**config.mk**
```make
export PLATFORM = sky130hd
export DESIGN_NAME = pol_core
export DESIGN_NICKNAME = d
export VERILOG_FILES = /design/src/rtl/pol_core.sv
export SDC_FILE = /design/constraint.sdc
export NUM_CORES = 2
export LEC_CHECK = 0
export CAP_MARGIN = 30
export CORE_AREA = 2 2 414 416
export CTS_CLUSTER_DIAMETER = 200
export DETAILED_ROUTE_END_ITERATION = 6
export DIE_AREA = 0 0 416 418
export HOLD_SLACK_MARGIN = 0.06
export PLACE_DENSITY_LB_ADDON = 0.2
export SYNTH_ARGS = -nofsm -noshare
export SYNTH_HDL_FRONTEND = slang
export SYNTH_SLANG_ARGS = --single-unit
export TNS_END_PERCENT = 50
```
**constraint.sdc**
```tcl
create_clock -name clk -period 2.75 [get_ports clk]
set_clock_uncertainty 0.2 [all_clocks]
set_input_delay 0.55 -clock clk [delete_from_list [all_inputs] [get_ports clk]]
set_output_delay 0.55 -clock clk [all_outputs]
set_load 0.01 [all_outputs]
```
**src/rtl/pol_core.sv**
```systemverilog
`default_nettype none
// ============================================================================
//  Module      : pol_core
//  Description : Single pooling core of the POL stage. Streams neighbour
//                indices from the map buffer straight through as feature-row
//                read addresses, reduces each group of K+1 returned rows with
//                a lane-wise unsigned max and emits one pooled row per output
//                point toward the global buffer.
//
//  Ports
//    clk, rst                 clock, synchronous active-high reset
//    CCUPOL_CfgVld/Rdy        job command handshake
//    CCUPOL_NumPnt            output points in job, minus 1
//    CCUPOL_K                 neighbours per point, minus 1
//    POLCCU_Done              one-cycle pulse after the job's last row
//    MAPPOL_IdxVld/Idx        neighbour index stream in
//    POLMAP_IdxRdy            neighbour index ready
//    POLMIF_AddrVld/Addr      read address toward the crossbar
//    MIFPOL_Rdy               crossbar accepts address
//    MIFPOL_OfmVld/Ofm        returned feature row
//    POLMIF_OfmRdy            returned row ready
//    POLGLB_FmVld/Fm          pooled row out
//    GLBPOL_FmRdy             global buffer accepts pooled row
//
//  Revision    : 1.0  initial release
// ============================================================================
module pol_core #(
    parameter int IDX_WIDTH      = 10,
    parameter int ACT_WIDTH      = 8,
    parameter int POOL_COMP_CORE = 64,
    parameter int MAP_WIDTH      = 5
) (
    input  logic                                clk,
    input  logic                                rst,
    // job command
    input  logic                                CCUPOL_CfgVld,
    output logic                                CCUPOL_CfgRdy,
    input  logic [IDX_WIDTH-1:0]                CCUPOL_NumPnt,
    input  logic [MAP_WIDTH-1:0]                CCUPOL_K,
    output logic                                POLCCU_Done,
    // neighbour index stream
    input  logic                                MAPPOL_IdxVld,
    input  logic [IDX_WIDTH-1:0]                MAPPOL_Idx,
    output logic                                POLMAP_IdxRdy,
    // read address toward crossbar
    output logic                                POLMIF_AddrVld,
    output logic [IDX_WIDTH-1:0]                POLMIF_Addr,
    input  logic                                MIFPOL_Rdy,
    // returned rows from crossbar
    input  logic                                MIFPOL_OfmVld,
    input  logic [ACT_WIDTH*POOL_COMP_CORE-1:0] MIFPOL_Ofm,
    output logic                                POLMIF_OfmRdy,
    // pooled rows toward global buffer
    output logic                                POLGLB_FmVld,
    output logic [ACT_WIDTH*POOL_COMP_CORE-1:0] POLGLB_Fm,
    input  logic                                GLBPOL_FmRdy
);

    localparam int c_ROW_W = ACT_WIDTH * POOL_COMP_CORE;

    localparam logic [1:0] c_IDLE = 2'd0;
    localparam logic [1:0] c_RUN  = 2'd1;
    localparam logic [1:0] c_OUT  = 2'd2;

    // ------------------------------------------------------------------
    // State and datapath registers
    // ------------------------------------------------------------------
    logic [1:0]             r_state;
    logic [1:0]             w_state_nxt;

    logic [IDX_WIDTH-1:0]   r_num_pnt;
    logic [MAP_WIDTH-1:0]   r_k;
    logic [IDX_WIDTH-1:0]   r_pnt_cnt;
    // One bit wider than K so that K all-ones (2^MAP_WIDTH neighbours)
    // can be counted past without wrapping back into the open window.
    logic [MAP_WIDTH:0]     r_req_cnt;
    logic [MAP_WIDTH:0]     r_rsp_cnt;
    logic [c_ROW_W-1:0]     r_acc;
    logic [c_ROW_W-1:0]     w_acc_nxt;
    logic                   r_done;

    // ------------------------------------------------------------------
    // Qualifiers and handshakes
    // ------------------------------------------------------------------
    logic [MAP_WIDTH:0]     w_k_ext;
    logic                   w_req_open;
    logic                   w_rsp_open;
    logic                   w_cfg_hs;
    logic                   w_addr_hs;
    logic                   w_ret_hs;
    logic                   w_out_hs;
    logic                   w_last_ret;
    logic                   w_last_pnt;
    logic                   w_first_ret;

    assign w_k_ext     = {1'b0, r_k};
    assign w_req_open  = (r_req_cnt <= w_k_ext);
    assign w_rsp_open  = (r_rsp_cnt <= w_k_ext);

    assign w_cfg_hs    = CCUPOL_CfgVld  & CCUPOL_CfgRdy;
    assign w_addr_hs   = POLMIF_AddrVld & MIFPOL_Rdy;
    assign w_ret_hs    = MIFPOL_OfmVld  & POLMIF_OfmRdy;
    assign w_out_hs    = POLGLB_FmVld   & GLBPOL_FmRdy;

    assign w_first_ret = (r_rsp_cnt == '0);
    assign w_last_ret  = w_ret_hs & (r_rsp_cnt == w_k_ext);
    assign w_last_pnt  = (r_pnt_cnt == r_num_pnt);

    // ------------------------------------------------------------------
    // FSM: state register
    // ------------------------------------------------------------------
    always_ff @(posedge clk) begin
        if (rst) begin
            r_state <= c_IDLE;
        end else begin
            r_state <= w_state_nxt;
        end
    end

    // ------------------------------------------------------------------
    // FSM: next-state logic
    // ------------------------------------------------------------------
    always_comb begin
        w_state_nxt = r_state;
        case (r_state)
            c_IDLE: begin
                if (w_cfg_hs) begin
                    w_state_nxt = c_RUN;
                end
            end
            c_RUN: begin
                if (w_last_ret) begin
                    w_state_nxt = c_OUT;
                end
            end
            c_OUT: begin
                if (w_out_hs) begin
                    w_state_nxt = w_last_pnt ? c_IDLE : c_RUN;
                end
            end
            default: begin
                w_state_nxt = c_IDLE;
            end
        endcase
    end

    // ------------------------------------------------------------------
    // FSM: output logic
    // The address path is a pure pass-through: valid follows the map
    // buffer's valid and ready follows the crossbar's ready, both gated by
    // the request window, so no valid here ever looks at its own ready.
    // ------------------------------------------------------------------
    always_comb begin
        CCUPOL_CfgRdy  = 1'b0;
        POLMAP_IdxRdy  = 1'b0;
        POLMIF_AddrVld = 1'b0;
        POLMIF_OfmRdy  = 1'b0;
        POLGLB_FmVld   = 1'b0;
        case (r_state)
            c_IDLE: begin
                CCUPOL_CfgRdy = 1'b1;
            end
            c_RUN: begin
                POLMIF_AddrVld = MAPPOL_IdxVld & w_req_open;
                POLMAP_IdxRdy  = MIFPOL_Rdy    & w_req_open;
                POLMIF_OfmRdy  = w_rsp_open;
            end
            c_OUT: begin
                POLGLB_FmVld = 1'b1;
            end
            default: begin
            end
        endcase
    end

    assign POLMIF_Addr = MAPPOL_Idx;
    assign POLGLB_Fm   = r_acc;
    assign POLCCU_Done = r_done;

    // ------------------------------------------------------------------
    // Job / point counters and done pulse
    // ------------------------------------------------------------------
    always_ff @(posedge clk) begin
        if (rst) begin
            r_num_pnt <= '0;
            r_k       <= '0;
            r_pnt_cnt <= '0;
            r_req_cnt <= '0;
            r_rsp_cnt <= '0;
            r_done    <= 1'b0;
        end else begin
            r_done <= 1'b0;
            case (r_state)
                c_IDLE: begin
                    if (w_cfg_hs) begin
                        r_num_pnt <= CCUPOL_NumPnt;
                        r_k       <= CCUPOL_K;
                        r_pnt_cnt <= '0;
                        r_req_cnt <= '0;
                        r_rsp_cnt <= '0;
                    end
                end
                c_RUN: begin
                    // Address and return handshakes are independent and may
                    // both fire in the same cycle.
                    if (w_addr_hs) begin
                        r_req_cnt <= r_req_cnt + 1'b1;
                    end
                    if (w_ret_hs) begin
                        r_rsp_cnt <= r_rsp_cnt + 1'b1;
                    end
                end
                c_OUT: begin
                    if (w_out_hs) begin
                        r_req_cnt <= '0;
                        r_rsp_cnt <= '0;
                        if (w_last_pnt) begin
                            r_done <= 1'b1;
                        end else begin
                            r_pnt_cnt <= r_pnt_cnt + 1'b1;
                        end
                    end
                end
                default: begin
                end
            endcase
        end
    end

    // ------------------------------------------------------------------
    // Lane-wise unsigned max reduction. The first return of a point loads
    // the accumulator outright so no clear cycle is needed between points.
    // ------------------------------------------------------------------
    for (genvar g = 0; g < POOL_COMP_CORE; g++) begin : g_lane
        logic [ACT_WIDTH-1:0] w_in;
        logic [ACT_WIDTH-1:0] w_cur;

        assign w_in  = MIFPOL_Ofm[g*ACT_WIDTH +: ACT_WIDTH];
        assign w_cur = r_acc[g*ACT_WIDTH +: ACT_WIDTH];
        assign w_acc_nxt[g*ACT_WIDTH +: ACT_WIDTH] =
            (w_first_ret || (w_in > w_cur)) ? w_in : w_cur;
    end

    // Only loads on a return handshake, which cannot occur in OUT, so the
    // pooled row is held steady while the global buffer stalls.
    always_ff @(posedge clk) begin
        if (rst) begin
            r_acc <= '0;
        end else if (w_ret_hs) begin
            r_acc <= w_acc_nxt;
        end
    end

endmodule
`default_nettype wire

```
### After elaboration in Yosys (flattened, before gate mapping)

Cells that the tools add are included.

* add/subtract/negate cells: 3
* $lt $le $gt $ge: 66
* eq/ne operators: 10
* bitwise operators: 9
* reduce and logical (&&, ||, !) cells: 138
* multiplexer cells: 21

Operator list (count)
* 8-bit greater-than comparator: 64
* 2-bit AND reduction: 65
* 1-bit logical OR: 64
* 6-bit one-hot mux with 3 select lines: 2
* 10-bit 2-to-1 mux: 3
* 6-bit 2-to-1 mux: 4
* 10-bit one-hot mux with 2 select lines: 1
* 6-bit by 1-bit adder with 6-bit output (second input constant): 2
* 6-bit by 5-bit <= comparator with 1-bit output: 2
* 2-bit inequality test (second input constant): 6
* 4-bit AND reduction: 3
* 10-bit by 1-bit adder with 10-bit output (second input constant): 1
* 10-bit == test: 1
* 1-bit bitwise AND: 7
* 1-bit 2-to-1 mux: 7
* 6-bit by 5-bit == test with 1-bit output: 1
* 6-bit logical NOT: 1
* 2-bit 2-to-1 mux: 3
* 2-bit one-hot mux with 3 select lines: 1
* 3-bit AND reduction: 1
* 3-bit nonzero test: 1
* 3-bit OR reduction: 1
* 2-bit by 1-bit == test with 1-bit output (second input constant): 1
* 2-bit == test (second input constant): 1
* other kinds (3): 4

* output and inout port bits: 528
* bits of input ports: 544
* logic and storage cells: 318
* bits in registers: 552

### Longest topological paths before layout

* word-level depth: 6
* mapped depth: 10
* depth with buffers taken out: 7

### Least setup slack after synthesis

Ideal clock, no wire load.

* path kind: reg2out
* start point: register r_k[4]
* end point: output port POLMIF_OfmRdy
* cell stages (with the launch flop): 10
* buffers on the path: 3
* slack: -20 ps
* required time: 2000 ps
* arrival: 2020 ps
* path through: dfxtp_1 > inv_1 > ha_1 > and4b_1 > and3_1 > a31oi_1 > buf_2 > buf_2 > clkbuf_1 > nor2_1

* word-level cells in the longest chain between the ends: 2

Ends and longest elaborated chain
* start: declaration: RTL line 72 `logic [MAP_WIDTH-1:0] r_k;`
* start signal: assignment: RTL line 186 `r_k <= '0;`
* start signal: assignment: RTL line 197 `r_k <= CCUPOL_K;`
* 6-bit by 5-bit <= comparator with 1-bit output: RTL line 98 `assign w_rsp_open = (r_rsp_cnt <= w_k_ext);`
* 1-bit 2-to-1 mux: RTL line 159 `case (r_state)`
* end: declaration: RTL line 52 `output logic POLMIF_OfmRdy,`

No other way between the ends.

### Worst setup path in the final report

* start point: register r_k[3]
* end point: output port POLMIF_AddrVld

* word-level cells in the longest chain between the ends: 3

Ends and longest elaborated chain
* 6-bit by 5-bit <= comparator with 1-bit output: RTL line 97 `assign w_req_open = (r_req_cnt <= w_k_ext);`
* 1-bit bitwise AND: RTL line 164 `POLMIF_AddrVld = MAPPOL_IdxVld & w_req_open;`
* 1-bit 2-to-1 mux: RTL line 159
* end: declaration: RTL line 46 `output logic POLMIF_AddrVld,`

No other way between the ends.

==> flow_metrics.py <==
metrics = {
    "status": {
        "outcome": "complete, but fails checks",
        "violations": "negative setup slack",
    },
    "timing": {
        "worst_slew_margin_rel_pct": 58.83,
        "setup_viol_count_final": 298,
        "summed_negative_setup_slack_over_all_endpoints_ns": -15.18,
        "report.final.hold_viol_count": 0,
        "timing.final.ws_setup_ns": -0.2338,
        "finalHoldWorstSlack_ns": 0.2034,
        "rsz0062_at_grt": "yes",
        "worst_pin_slew_ns": 0.6175,
        "post_layout_min_period_ns": 2.984,
        "fmax_mhz": 335.1,
        "min_period_over_period_pct": 108.5,
        "report.final.slew_viol_count": 0,
    },
    "drt": {
        "wire_per_inst_um": 20.62,
        "drt-vias-per-instance": 4.371,
        "route.detailed.drc": 0,
        "vias_post_dr": 34790,
        "drt_pre_antenna_iters": 6,
        "totalWireLength_um": 164100,
        "drt_first_iter_violations": 1795,
        "drtAntennaViolNets": 0,
    },
    "synth": {
        "syn_avg_cell_area_sq_um": 8.377,
        "synth-warning-count": 0,
        "synth_cell_types": 57,
        "syn-cell-area_sq_mm": 0.03644,
        "synthCells": 4350,
        "synthesis_stage_register_bit_count": 552,
        "area_share_of_the_leading_cell_type_in_the_synthesized_netlist_pct": 30.32,
        "synthesis.nets": 5420,
        "synth_area_leaders": "sky130_fd_sc_hd__dfxtp_1 30%, sky130_fd_sc_hd__ha_1 18%, sky130_fd_sc_hd__mux2i_1 14%, sky130_fd_sc_hd__nand2_1 11%, sky130_fd_sc_hd__inv_1 5.4%",
        "async_reset_ff_share_pct": 0,
        "synthFlopType": "sky130_fd_sc_hd__dfxtp_1",
        "post-synth-top-count-cell": "sky130_fd_sc_hd__nand2_1",
        "netlist_top_cells_count": "1116 x sky130_fd_sc_hd__nand2_1, 552 x sky130_fd_sc_hd__dfxtp_1, 526 x sky130_fd_sc_hd__ha_1, 521 x sky130_fd_sc_hd__inv_1, 505 x sky130_fd_sc_hd__mux2i_1",
        "number_of_flops_mapped_to_enable_cells_by_yosys": 0,
        "seq_area_frac_synth_pct": 30.32,
        "post-synth-top-area-cell": "sky130_fd_sc_hd__dfxtp_1",
    },
    "clock_network": {
        "h_tree_depth": 3,
        "clock_insertion_delay_worst_skew_ns": 0.68,
        "numClockSinks": 552,
        "cts_buffers": 81,
        "cts_tree": "yes",
        "clk_pin_slew_ns": 0.06,
        "cts-root-to-sink-buffers": 3,
        "clock_tree.root_cell": "sky130_fd_sc_hd__clkbuf_16",
    },
    "pwr": {
        "power.internal_uw": 18440,
        "power.share.combinational_pct": 28.4,
        "netSwitchingFraction_pct": 31.44,
        "power.density_mw_per_mm2": 485.5,
        "ir_drop_mv": 0.4454,
        "power_leakage_uw": 0.02041,
        "power_switching_uw": 8459,
        "seqPwrFrac_pct": 33.0,
        "clk_pwr_share_pct": 38.5,
    },
    "worst_setup_path": {
        "crit-reg2reg-capture": "POLGLB_Fm[367]",
        "timing.critical_path.from_type": "flip-flop",
        "cp_data_required_time_ns": 2.00,
        "worstSetupEndpoint": "POLMIF_AddrVld",
        "startpoint_of_the_most_critical_register_to_register_path": "r_k[4]",
        "path_class": "flip-flop to output port",
        "worst-r2r-cell-count": 15,
        "critPathArrivalTime_ns": 2.23,
        "critical_path.max_fanout": 3,
        "reg2reg_slack_ns": -0.16,
        "launch_point_of_the_worst_path": "r_k[3]",
        "end_kind": "output port",
    },
    "floorplan": {
        "rows": 151,
        "floorplan.io_pins": 1072,
        "die-area_sq_mm": 0.1739,
        "fp.coreArea_sq_mm": 0.1691,
        "floorplan.initialDensity_pct": 21.55,
        "die_y_um": 418,
        "die_x_um": 416,
    },
    "grt": {
        "global_route.usage.met1_pct": 20.92,
        "met3_usage_pct": 5.769,
        "global_route.usage.met2_pct": 31.43,
        "global_route_wire_length_before_repair_um": 234600,
        "globalRoute.busiestLayer": "met2",
        "pin_count_of_the_biggest_net_entering_global_routing": 121,
        "first_global_vias": 34230,
        "grt_antenna_before_repair": 53,
        "grt_overflow": 0,
        "total_routing_usage_gr_pct": 18.12,
    },
    "placed_design": {
        "dp_slack_ns": -0.3139,
        "detailedPlacementHpwl_um": 133700,
        "gpl.final_weighted_congestion": 0.8996,
        "buffer_ports.inserted": 1051,
    },
    "finish": {
        "syn_to_final_growth_pct": 52.07,
        "drive_gt1_share_pct": 10.64,
        "filler_cell_count": 17580,
        "layout.nets": 6728,
    },
    "job": {
        "number_of_maximum_capacitance_constraint_violations": 0,
    },
    "worst_hold_path": {
        "min_path_type": "input pin to flip-flop",
    },
}
[flip-flops by register name, summed over array words and instances, names as in the netlist]
| signal | cells |
|---|---|
| r_req_cnt | 6 |
| r_k | 5 |
| r_pnt_cnt | 10 |
| r_state | 2 |
| POLCCU_Done | 1 |
| r_num_pnt | 10 |
| r_rsp_cnt | 6 |
| POLGLB_Fm | 512 |
[what timing repair did]
action | 4_1_cts | 5_1_grt
pin swaps | 61 | 18
gates resized for setup | 99 | 74
cloned | 1 | 2
buffers inserted | 37 | 24
hold buffers | 0 | 0
endpoints found under the setup margin | 457 | 445
[how the worst min path moves through the flow]
| stage | start | end | depth (start not counted) |
|---|---|---|---|
| global route | rst | POLGLB_Fm[126] | 4 |
| CTS | CCUPOL_NumPnt[1] | r_num_pnt[1] | 3 |
| finish | rst | POLGLB_Fm[127] | 4 |
| detailed placement | r_k[4] | r_k[4] | 2 |
| global placement | r_k[2] | r_k[2] | 2 |
| floorplan | r_k[1] | r_k[1] | 2 |
[layer usage]
| layer | wire, um | vias to the layer above |
|---|---|---|
| met5 | 92 | - |
| met4 | 4788 | 14 |
| met3 | 11190 | 236 |
| met2 | 80340 | 850 |
| met1 | 67700 | 16190 |
| li1 | - | 17500 |
[cells by family (layout without fill, tap and decap cells)]
kind of cell	Yosys count	in the layout	share of synthesized area (%)
compound gates	409	409	6.819
simple gates	1655	1655	23.09
fa+ha+maj	526	526	18.06
flops	552	552	30.32
other cells	0	24	0
buf+inv	691	2057	7.543
mux	506	506	13.90
xor+xnor	11	11	0.2644
[critical path, stage by stage (launching register included)]
cell	delay (ns)
sky130_fd_sc_hd__dfxtp_2	0.33
sky130_fd_sc_hd__inv_2	0.06
sky130_fd_sc_hd__ha_4	0.26
sky130_fd_sc_hd__and4b_2	0.26
sky130_fd_sc_hd__o21ai_2	0.07
sky130_fd_sc_hd__a32o_2	0.27
sky130_fd_sc_hd__and3_4	0.19
sky130_fd_sc_hd__buf_6	0.12
[cells in the final DEF, fill, tap and decap left out, types with 13 or more instances in the layout]
master / n
sky130_fd_sc_hd__nand2_1: 1115
sky130_fd_sc_hd__buf_6: 68
sky130_fd_sc_hd__diode_2: 24
sky130_fd_sc_hd__nor3_1: 93
sky130_fd_sc_hd__buf_12: 47
sky130_fd_sc_hd__buf_4: 213
sky130_fd_sc_hd__o21ai_0: 71
sky130_fd_sc_hd__nand3b_1: 64
sky130_fd_sc_hd__nor3_2: 38
sky130_fd_sc_hd__clkdlybuf4s50_1: 1041
sky130_fd_sc_hd__a211oi_1: 127
sky130_fd_sc_hd__inv_1: 516
sky130_fd_sc_hd__clkbuf_1: 26
sky130_fd_sc_hd__dfxtp_1: 546
sky130_fd_sc_hd__clkbuf_8: 13
sky130_fd_sc_hd__a21oi_1: 165
sky130_fd_sc_hd__nor2_1: 75
sky130_fd_sc_hd__clkbuf_16: 84
sky130_fd_sc_hd__mux2i_1: 503
sky130_fd_sc_hd__nand4_1: 137
sky130_fd_sc_hd__nor4_4: 63
sky130_fd_sc_hd__nand3_1: 19
sky130_fd_sc_hd__ha_1: 522
[stage by stage]
stage	cell area, sq um	util, %	power [uW]	cells
after floorplan	36440	-	12410	4350
after global placement	51610	30.52	16150	7730
after detailed placement	51610	30.52	16190	7730
after CTS	54790	32.40	27070	7909
after global routing	55410	32.77	28370	7955
final	55420	32.77	26900	7958
[power groups by stage]
| stage | Clock (uW) | Sequential (uW) | Combinational (uW) |
|---|---|---|---|
| after floorplan | 0 | 9140 | 3270 |
| after global placement | 0 | 9040 | 7120 |
| after detailed placement | 0 | 9050 | 7140 |
| after CTS | 10800 | 8890 | 7420 |
| after global routing | 11100 | 8950 | 8360 |
| final | 10400 | 8890 | 7650 |
[area by class of cell]
type	instances	area (sq um)	share of cell area [%]
tap	2218	2775	5.008
timing repair buffer	1394	14160	25.55
clock buffer	121	2328	4.202
antenna	24	60.06	0.1084
sequential	552	11060	19.96
clock inverter	20	211.5	0.3816
multi-input combinational	3107	22850	41.24
inverter	522	1967	3.549
Power figures use the tool's default switching activity.
